===== src/rtl/reorder_buffer.sv =====
// rtl/reorder_buffer.sv - in-order retirement buffer with tagged out-of-order writeback
// Optional feature macro: ROB_BYPASS_EN (same-cycle commit of a writeback to the head entry)
module reorder_buffer #(
  parameter int DEPTH = 16,
  parameter int WIDTH = 32
) (
  input  logic             clk,
  input  logic             reset_n,
  input  logic             alloc_valid,
  input  logic [4:0]       alloc_rd,
  output logic             alloc_ready,
  output logic [5:0]       alloc_tag,
  input  logic             wb_valid,
  input  logic [5:0]       wb_tag,
  input  logic [WIDTH-1:0] wb_data,
  output logic             commit_valid,
  output logic [4:0]       commit_rd,
  output logic [5:0]       commit_tag,
  output logic [WIDTH-1:0] commit_data,
  input  logic             commit_ready,
  input  logic             flush,
  output logic [6:0]       count,
  output logic             full,
  output logic             empty
);

  localparam int AW = $clog2(DEPTH);
  localparam logic [6:0] DEPTH_C = 7'(DEPTH);

  logic             busy_q [DEPTH];
  logic             done_q [DEPTH];
  logic [4:0]       rd_q   [DEPTH];
  logic [WIDTH-1:0] data_q [DEPTH];
  logic [AW-1:0]    head_q;
  logic [AW-1:0]    tail_q;
  logic [6:0]       count_q;

  logic          wb_in_range;
  logic [AW-1:0] wb_idx;
  logic          wb_hit;
  logic          head_bypass;
  logic          do_alloc;
  logic          do_commit;

  // Tags wider than the buffer must not alias onto a real entry.
  assign wb_in_range = ({1'b0, wb_tag} < DEPTH_C);
  assign wb_idx      = wb_tag[AW-1:0];
  assign wb_hit      = wb_valid && wb_in_range && busy_q[wb_idx] && !done_q[wb_idx];

`ifdef ROB_BYPASS_EN
  assign head_bypass = wb_hit && (wb_idx == head_q);
`else
  assign head_bypass = 1'b0;
`endif

  assign alloc_ready  = (count_q < DEPTH_C);
  assign alloc_tag    = 6'(tail_q);
  assign commit_valid = busy_q[head_q] && (done_q[head_q] || head_bypass);
  assign commit_rd    = rd_q[head_q];
  assign commit_tag   = 6'(head_q);
  assign commit_data  = head_bypass ? wb_data : data_q[head_q];
  assign count        = count_q;
  assign full         = (count_q == DEPTH_C);
  assign empty        = (count_q == 7'd0);

  assign do_alloc  = alloc_valid && alloc_ready;
  assign do_commit = commit_valid && commit_ready;

  // Entry state, pointers and occupancy; reset and flush discard everything in flight.
  always_ff @(posedge clk) begin
    if (!reset_n) begin
      for (int i = 0; i < DEPTH; i++) begin
        busy_q[i] <= 1'b0;
        done_q[i] <= 1'b0;
        rd_q[i]   <= 5'd0;
        data_q[i] <= '0;
      end
      head_q  <= '0;
      tail_q  <= '0;
      count_q <= 7'd0;
    end else if (flush) begin
      for (int i = 0; i < DEPTH; i++) begin
        busy_q[i] <= 1'b0;
        done_q[i] <= 1'b0;
      end
      head_q  <= '0;
      tail_q  <= '0;
      count_q <= 7'd0;
    end else begin
      if (wb_hit) begin
        done_q[wb_idx] <= 1'b1;
        data_q[wb_idx] <= wb_data;
      end
      if (do_alloc) begin
        busy_q[tail_q] <= 1'b1;
        done_q[tail_q] <= 1'b0;
        rd_q[tail_q]   <= alloc_rd;
        tail_q         <= tail_q + AW'(1);
      end
      // Retiring clears done as well, so a bypassed head never commits twice.
      if (do_commit) begin
        busy_q[head_q] <= 1'b0;
        done_q[head_q] <= 1'b0;
        head_q         <= head_q + AW'(1);
      end
      case ({do_alloc, do_commit})
        2'b10:   count_q <= count_q + 7'd1;
        2'b01:   count_q <= count_q - 7'd1;
        default: count_q <= count_q;
      endcase
    end
  end

endmodule


===== config.mk =====
export PLATFORM = sky130hd
export DESIGN_NAME = reorder_buffer
export DESIGN_NICKNAME = d
export VERILOG_FILES = /design/src/rtl/reorder_buffer.sv
export SDC_FILE = /design/constraint.sdc
export NUM_CORES = 1
export LEC_CHECK = 0
export BUFFER_PORTS_ARGS = -buffer_cell sky130_fd_sc_hd__buf_2
export CELL_PAD_IN_SITES_DETAIL_PLACEMENT = 2
export CELL_PAD_IN_SITES_GLOBAL_PLACEMENT = 2
export CORE_ASPECT_RATIO = 0.5
export CORE_UTILIZATION = 29
export CTS_CLUSTER_SIZE = 8
export DETAILED_ROUTE_END_ITERATION = 16
export PLACE_DENSITY = 0.58
export SLEW_MARGIN = 10
export SYNTH_ARGS = -nofsm -noshare
export SYNTH_HDL_FRONTEND = slang
export SYNTH_SLANG_ARGS = --single-unit

===== constraint.sdc =====
create_clock -name clk -period 4.4 [get_ports clk]
set_clock_uncertainty 0.15 [all_clocks]
set_input_delay 0.22 -clock clk [delete_from_list [all_inputs] [get_ports clk]]
set_output_delay 0.22 -clock clk [all_outputs]
set_load 0.01 [all_outputs]

==> impl_metrics.prom, run 1 <==
# TYPE chip_impl_metric gauge
chip_impl_metric{name="rows",unit=""} 82
chip_impl_info{name="setup_repair_after_global_routing_missed_its_margin",value="no"} 1
chip_impl_metric{name="post-place-cells",unit=""} 3243
chip_impl_metric{name="worst-slew-pin-transition",unit="ps"} 1020
chip_impl_info{name="setup.worst_path.class",value="reg2out"} 1
chip_impl_metric{name="hpwlAfterDp",unit="mm"} 52.8
chip_impl_info{name="start_kind",value="flip-flop"} 1
chip_impl_metric{name="hold_depth",unit=""} 6
chip_impl_metric{name="syn_area_per_cell",unit="um^2"} 15.5
chip_impl_metric{name="netlist_instances",unit=""} 1897
chip_impl_metric{name="timing.reg2reg.worst_path_depth",unit=""} 12
chip_impl_info{name="status",value="finished clean"} 1
chip_impl_info{name="cp-end-kind",value="output port"} 1
chip_impl_metric{name="period_needed",unit="ps"} 4060
chip_impl_metric{name="detailedRoute.firstIterationViolations",unit=""} 1610
chip_impl_info{name="hold_path.startpoint",value="wb_tag[1]"} 1
chip_impl_metric{name="timing.final.max_slew_violations",unit=""} 0
chip_impl_metric{name="timing.setup.tns",unit="ps"} 0
chip_impl_metric{name="syn_area",unit="um^2"} 29400
chip_impl_metric{name="max_capacitance_violation_count",unit=""} 0
chip_impl_metric{name="slew-limit-headroom",unit=""} 0.315
chip_impl_metric{name="post_drt_wl_per_cell",unit="um"} 28.1
chip_impl_metric{name="num_vias",unit=""} 17165
chip_impl_metric{name="synth-warning-count",unit=""} 0
chip_impl_metric{name="synth-seq-area-share",unit=""} 0.638
chip_impl_metric{name="finalWeightedCongestion",unit=""} 0.736
chip_impl_metric{name="final.period_utilization",unit=""} 0.923
chip_impl_metric{name="cts_setup_buffers",unit=""} 0
chip_impl_metric{name="timing.final.setup_violations",unit=""} 0
chip_impl_metric{name="track_usage",unit=""} 0.190
chip_impl_metric{name="grt_overflow",unit=""} 0
chip_impl_metric{name="antenna_found_initial",unit=""} 11
chip_impl_metric{name="grt_pass1_wl",unit="mm"} 139
chip_impl_info{name="cts_root_buffer",value="clkbuf_16"} 1
chip_impl_metric{name="cts.clk_slew.worst_paths",unit="ps"} 50
chip_impl_metric{name="synth.ff_latch_count",unit=""} 643
chip_impl_info{name="synth_largest_area_cell",value="edfxtp_1"} 1
chip_impl_metric{name="ir_worst_vdd",unit="mV"} 0.267
chip_impl_metric{name="fin_total_pwr",unit="mW"} 13.9
chip_impl_metric{name="floorplan.die.width",unit="um"} 453
chip_impl_metric{name="start_util",unit=""} 0.293
chip_impl_metric{name="clock_sink_count",unit=""} 643
chip_impl_metric{name="io_pins",unit=""} 109
chip_impl_metric{name="grt_pass1_vias",unit=""} 18739
chip_impl_metric{name="worst-endpoint-arrival",unit="ps"} 3690
chip_impl_metric{name="fin_nets",unit=""} 2096
chip_impl_info{name="capture_endpoint_of_the_worst_hold_path",value="done_q[4]"} 1
chip_impl_metric{name="finish.cell_count_without_fillers",unit=""} 3417
chip_impl_metric{name="synthDistinctLibCells",unit=""} 62
chip_impl_metric{name="die_area",unit="um^2"} 103000
chip_impl_metric{name="fmaxAchievable",unit="MHz"} 246
chip_impl_info{name="synth_area_leaders",value="edfxtp_1, mux4_2, and2_1"} 1
chip_impl_metric{name="areaGrowthSynthToFinish",unit="%"} 17.6
chip_impl_metric{name="insertion_delay",unit="ps"} 670
chip_impl_metric{name="critical_path_required",unit="ps"} 4030
chip_impl_metric{name="crit_path_max_fanout",unit=""} 61
chip_impl_metric{name="drt-total-wl",unit="mm"} 96.1
chip_impl_metric{name="core",unit="um^2"} 100000
chip_impl_metric{name="synth-edff-count",unit=""} 592
chip_impl_metric{name="grt_start_max_net_pins",unit=""} 97
chip_impl_metric{name="cts_htree_levels",unit=""} 3
chip_impl_metric{name="ant_nets",unit=""} 0
chip_impl_metric{name="synth_largest_type_area_fraction",unit=""} 0.604
chip_impl_metric{name="report.final.hold_viol_count",unit=""} 0
chip_impl_metric{name="drt_pre_antenna_iters",unit=""} 5
chip_impl_metric{name="clock_path_buffers",unit=""} 3
chip_impl_metric{name="setup_slack_reg_to_reg",unit="ps"} 550
chip_impl_metric{name="power_leakage",unit="nW"} 12.2
chip_impl_metric{name="power.density",unit="nW/um^2"} 402
chip_impl_metric{name="post-route-drc-count",unit=""} 0
chip_impl_metric{name="synth-async-reset-ratio",unit=""} 0
chip_impl_info{name="rr_endpoint",value="count[6]"} 1
chip_impl_metric{name="drt-vias-per-instance",unit=""} 5.02
chip_impl_metric{name="io_buffer_count",unit=""} 104
chip_impl_metric{name="drive_gt1_frac",unit=""} 0.242
chip_impl_metric{name="clock_buffers_created_by_tritoncts",unit=""} 90
chip_impl_metric{name="die_h",unit="um"} 227
chip_impl_info{name="yosys_most_used_dff",value="edfxtp_1"} 1
chip_impl_info{name="tritoncts",value="built"} 1
chip_impl_info{name="hold_path_class",value="in2reg"} 1
==> Yosys cell counts, types with 5 or more instances <==
cell / count
nand3_1: 11
nand4_1: 6
nor2_1: 32
nand3b_1: 8
buf_2: 22
nand2_1: 21
nor3_1: 11
edfxtp_1: 592
o21ai_0: 17
nor3_2: 9
and2_1: 565
a21oi_1: 59
buf_4: 8
ha_1: 14
nor2b_1: 6
or2_0: 5
dfxtp_1: 51
and3_1: 42
a211oi_1: 6
nand2b_1: 23
mux4_2: 187
inv_1: 12
clkbuf_1: 122
==> repair_timing <==
action / CTS / global route
hold endpoints to repair: 613 / 0
resized for setup: 0 / 1
hold buffers: 41 / 0
endpoints found under the setup margin: 0 / 11
==> final cells by class <==
cell class | count | area [um^2]
clock buffer | 121 | 2390
fill | 10054 | 65700
clock inverter | 7 | 110
timing repair buffer | 199 | 1470
antenna | 5 | 12.5
inverter | 12 | 45.0
sequential | 643 | 18800
multi-input combinational | 1086 | 10100
tap | 1344 | 1680
==> power breakdown <==
group | internal, mW | switching [mW] | total (mW)
sequential | 6.85 | 0.0582 | 6.91
combinational | 0.173 | 0.370 | 0.543
clock | 3.75 | 2.71 | 6.46
==> worst max path at each step <==
stage,start,endpoint,slack [ps],cells past startpoint
after global routing,flip-flop,commit_data[13],200,5
after global placement,flip-flop,count[6],580,14
final,flip-flop,commit_data[13],340,5
after detailed placement,flip-flop,count[6],510,14
after CTS,flip-flop,commit_data[6],30,5
after floorplan,wb_tag[3],data_q[13][0],630,4
==> worst max-delay path: stages (launching register included) <==
cell and delay [ps]:
dfxtp_4 410, buf_6 600, buf_4 800, mux4_2 420
mux4_2 540, buf_2 170
==> cell families after synthesis <==
family | Yosys count | synth area share
and+or+nand+nor | 770 | 0.164
DFF | 643 | 0.638
muxes | 193 | 0.145
buffers and inverters | 171 | 0.0245
AOI/OAI and AO/OA | 98 | 0.0193
adders and majority gates | 15 | 0.00663
xor gates and xnor gates | 6 | 0.00178
other | 1 | 0.000127
==> stage by stage <==
step / setup WS [ps] / utilization / instance area, um^2 / hold WS, ps
floorplan: 634 / - / 29500 / 230
global placement: 583 / 0.316 / 31700 / 357
detailed placement: 511 / 0.316 / 31700 / 368
CTS: 32.6 / 0.345 / 34600 / 45.4
global route: 200 / 0.345 / 34600 / 94.9
finish: 337 / 0.345 / 34600 / 95.1
==> sequential cells by signal, summed over array words and instances, names as in the netlist, named ones only <==
signal and flops:
done_q 16, tail_q 4, count 7, head_q 4, busy_q 16, data_q 512, rd_q 80
==> placed cells by master, fill, tap and decap left out, types with 6 or more instances in the layout <==
| cell type | instances |
|---|---|
| nor3_1 | 10 |
| edfxtp_1 | 592 |
| clkbuf_16 | 91 |
| o21ai_0 | 15 |
| buf_4 | 43 |
| nand4_1 | 6 |
| inv_1 | 12 |
| nor4_4 | 6 |
| buf_12 | 10 |
| nand3_1 | 11 |
| clkbuf_1 | 30 |
| ha_1 | 14 |
| buf_2 | 104 |
| dlygate4sd3_1 | 41 |
| a21oi_1 | 59 |
| dfxtp_1 | 47 |
| a211oi_1 | 6 |
| and2_1 | 565 |
| and3_1 | 42 |
| nand2b_2 | 13 |
| nand2b_1 | 10 |
| nand3b_1 | 8 |
| nor2_1 | 29 |
| nand2_1 | 20 |
| mux4_2 | 187 |
==> layer usage <==
| layer | vias up | wire length, um | track usage |
|---|---|---|---|
| met4 | 2 | 1920 | 0.0476 |
| li1 | 7328 | - | - |
| met1 | 9191 | 44900 | 0.278 |
| met5 | - | 8 | 0 |
| met2 | 512 | 43600 | 0.293 |
| met3 | 132 | 5710 | 0.0323 |
(Power assumes the default switching activity.)
==> run 2, diff against run 1 <==
- PLACE_DENSITY: 0.58 -> not set
- PLACE_DENSITY_LB_ADDON: not set -> 0.25
==> impl_metrics.prom, run 2 (same netlist as run 1, synthesis figures left out) <==
# TYPE chip_impl_metric gauge
chip_impl_metric{name="io_pins",unit=""} 109
chip_impl_info{name="top_regs",value="data_q: 512 flops, rd_q: 80 flops"} 1
chip_impl_metric{name="grt_overflow",unit=""} 0
chip_impl_metric{name="power_leakage",unit="nW"} 12.2
chip_impl_metric{name="insertion_delay",unit="ps"} 660
chip_impl_metric{name="fin_ws",unit="ps"} 269
chip_impl_metric{name="worst-endpoint-arrival",unit="ps"} 3760
chip_impl_info{name="setup.worst_path.class",value="reg2out"} 1
chip_impl_info{name="cts_root_buffer",value="clkbuf_16"} 1
chip_impl_info{name="final_cell_mix",value="edfxtp_1, and2_1, mux4_2, buf_2, clkbuf_16"} 1
chip_impl_metric{name="use_met2",unit=""} 0.291
chip_impl_metric{name="finalWeightedCongestion",unit=""} 0.727
chip_impl_metric{name="fin_total_pwr",unit="mW"} 13.9
chip_impl_metric{name="final.fill_count",unit=""} 10092
chip_impl_metric{name="grt_start_max_net_pins",unit=""} 58
chip_impl_metric{name="io_buffer_count",unit=""} 104
chip_impl_metric{name="worst-slew-pin-transition",unit="ps"} 1070
chip_impl_metric{name="clock_sink_count",unit=""} 643
chip_impl_info{name="cp-end-kind",value="output port"} 1
chip_impl_metric{name="floorplan.die.width",unit="um"} 453
chip_impl_metric{name="clock_path_buffers",unit=""} 3
chip_impl_metric{name="detailedRoute.firstIterationViolations",unit=""} 1344
chip_impl_metric{name="num_vias",unit=""} 17052
chip_impl_metric{name="period_needed",unit="ps"} 4130
chip_impl_metric{name="clock_buffers_created_by_tritoncts",unit=""} 90
chip_impl_metric{name="global_route.usage.met1",unit=""} 0.267
chip_impl_metric{name="hpwlAfterDp",unit="mm"} 53.3
chip_impl_metric{name="drt-vias-per-instance",unit=""} 5.00
chip_impl_metric{name="areaGrowthSynthToFinish",unit="%"} 17.6
chip_impl_metric{name="track_usage",unit=""} 0.186
chip_impl_info{name="crit_path_top_delay_cell",value="buf_4"} 1
chip_impl_info{name="timing.critical_path.cells",value="buf_4 > buf_4 > mux4_2 > mux4_2 > buf_2"} 1
chip_impl_metric{name="cts.clk_slew.worst_paths",unit="ps"} 50
chip_impl_info{name="mostFrequentLayoutCell",value="edfxtp_1"} 1
chip_impl_metric{name="use_met3",unit=""} 0.0310
chip_impl_metric{name="slew-limit-headroom",unit=""} 0.279
chip_impl_metric{name="report.final.hold_viol_count",unit=""} 0
chip_impl_metric{name="timing.final.setup_violations",unit=""} 0
chip_impl_info{name="top_usage_layer",value="met2"} 1
chip_impl_metric{name="antenna_found_initial",unit=""} 8
chip_impl_metric{name="start_util",unit=""} 0.293
chip_impl_info{name="path_delay_family",value="buffers and inverters"} 1
chip_impl_metric{name="dpl_cell_area",unit="um^2"} 31700
chip_impl_metric{name="power.density",unit="nW/um^2"} 401
chip_impl_metric{name="timing.final.max_slew_violations",unit=""} 0
chip_impl_metric{name="timing.setup.tns",unit="ps"} 0
chip_impl_metric{name="ant_nets",unit=""} 0
chip_impl_info{name="hold_path_class",value="in2reg"} 1
chip_impl_metric{name="crit_path_max_fanout",unit=""} 44
chip_impl_metric{name="cts_setup_buffers",unit=""} 0
chip_impl_metric{name="grt_pass1_wl",unit="mm"} 137
chip_impl_metric{name="fmaxAchievable",unit="MHz"} 242
chip_impl_metric{name="drive_gt1_frac",unit=""} 0.245
chip_impl_metric{name="critPathMaxStageDelay",unit="ps"} 710
chip_impl_metric{name="postLayoutCellArea",unit="um^2"} 34600
chip_impl_metric{name="die_h",unit="um"} 227
chip_impl_metric{name="post_drt_wl_per_cell",unit="um"} 27.5
chip_impl_metric{name="grt_pass1_vias",unit=""} 18956
chip_impl_info{name="setup_repair_after_global_routing_missed_its_margin",value="no"} 1
chip_impl_metric{name="post-route-drc-count",unit=""} 0
chip_impl_info{name="hold_path.startpoint",value="wb_tag[1]"} 1
chip_impl_metric{name="fin_nets",unit=""} 2101
chip_impl_metric{name="cts_htree_levels",unit=""} 3
chip_impl_info{name="regMostFlops",value="data_q"} 1
chip_impl_metric{name="timing.reg2reg.worst_path_depth",unit=""} 14
chip_impl_metric{name="max_capacitance_violation_count",unit=""} 0
chip_impl_metric{name="core",unit="um^2"} 100000
chip_impl_metric{name="rows",unit=""} 82
chip_impl_metric{name="crit_buf_inv",unit=""} 3
chip_impl_metric{name="ir_worst_vdd",unit="mV"} 0.261
chip_impl_info{name="start_kind",value="flip-flop"} 1
chip_impl_metric{name="pre_cts_slack",unit="ps"} 504
chip_impl_metric{name="critical_path_cell_count",unit=""} 5
chip_impl_metric{name="hold_depth",unit=""} 6
chip_impl_info{name="status",value="finished clean"} 1
chip_impl_metric{name="largest_register_ff_count",unit=""} 512
chip_impl_metric{name="critical_path_required",unit="ps"} 4030
chip_impl_metric{name="finished_core_util",unit=""} 0.345
chip_impl_metric{name="final.period_utilization",unit=""} 0.939
chip_impl_metric{name="drt-total-wl",unit="mm"} 93.7
chip_impl_info{name="tritoncts",value="built"} 1
chip_impl_metric{name="die_area",unit="um^2"} 103000
chip_impl_metric{name="drt_pre_antenna_iters",unit=""} 5
==> run 2: cell types whose count changed in the layout (fill, tap and decap cells not counted), sizes merged <==
cell,delta
inv,-2
clkinv,+1
clkbuf,-8
buf,+5
==> run 2: stage by stage <==
| step | instances | hold WS (ps) |
|---|---|---|
| 6_report | 3413 | 51.9 |
| 5_1_grt | 3409 | 102 |
| 4_1_cts | 3408 | 4.14 |
| 3_5_place_dp | 3248 | 376 |
| 3_3_place_gp | 3248 | 365 |
| 2_1_floorplan | 1900 | 230 |
==> run 2: timing repair <==
item | CTS | global route
hold buffers | 41 | 0
endpoints found under the hold margin | 613 | 0
resized for setup | 0 | 1
setup endpoints to repair | 0 | 12
==> run 2: path summary, 6_finish.rpt <==
check,to,slack [ps]
max,commit_data[25],270
min,done_q[4],50
max reg2reg,count[6],500
min reg2reg,busy_q[1],390
==> run 2: area by class of cell <==
cell class	instances	area, um^2	share of cell area
clock buffer	113	2390	0.0691
inverter	12	45.0	0.00130
clock inverter	6	114	0.00329
timing repair buffer	204	1470	0.0423
multi-input combinational	1086	10100	0.292
tap	1344	1680	0.0486
sequential	643	18800	0.543
antenna	5	12.5	0.000361
==> run 2: worst register-to-register path, delay by kind of cell (launching register included) <==
family,cells,cell delay [ps]
flip-flops,1,640
AND/OR/NAND/NOR,3,850
AO/OA/AOI/OAI,7,1350
buffers and inverters,2,230
adder cells (fa/ha/maj),2,640
==> run 2: layer usage <==
| layer | wire length (um) | up-vias |
|---|---|---|
| met5 | 29 | - |
| met2 | 43100 | 420 |
| li1 | - | 7326 |
| met3 | 4610 | 132 |
| met1 | 44000 | 9170 |
| met4 | 2020 | 4 |
==> run 2: power by group <==
group,internal (mW),switching [mW],leakage [nW]
Clock,3.77,2.67,1.22
Sequential,6.85,0.0561,6.52
Combinational,0.173,0.366,4.52
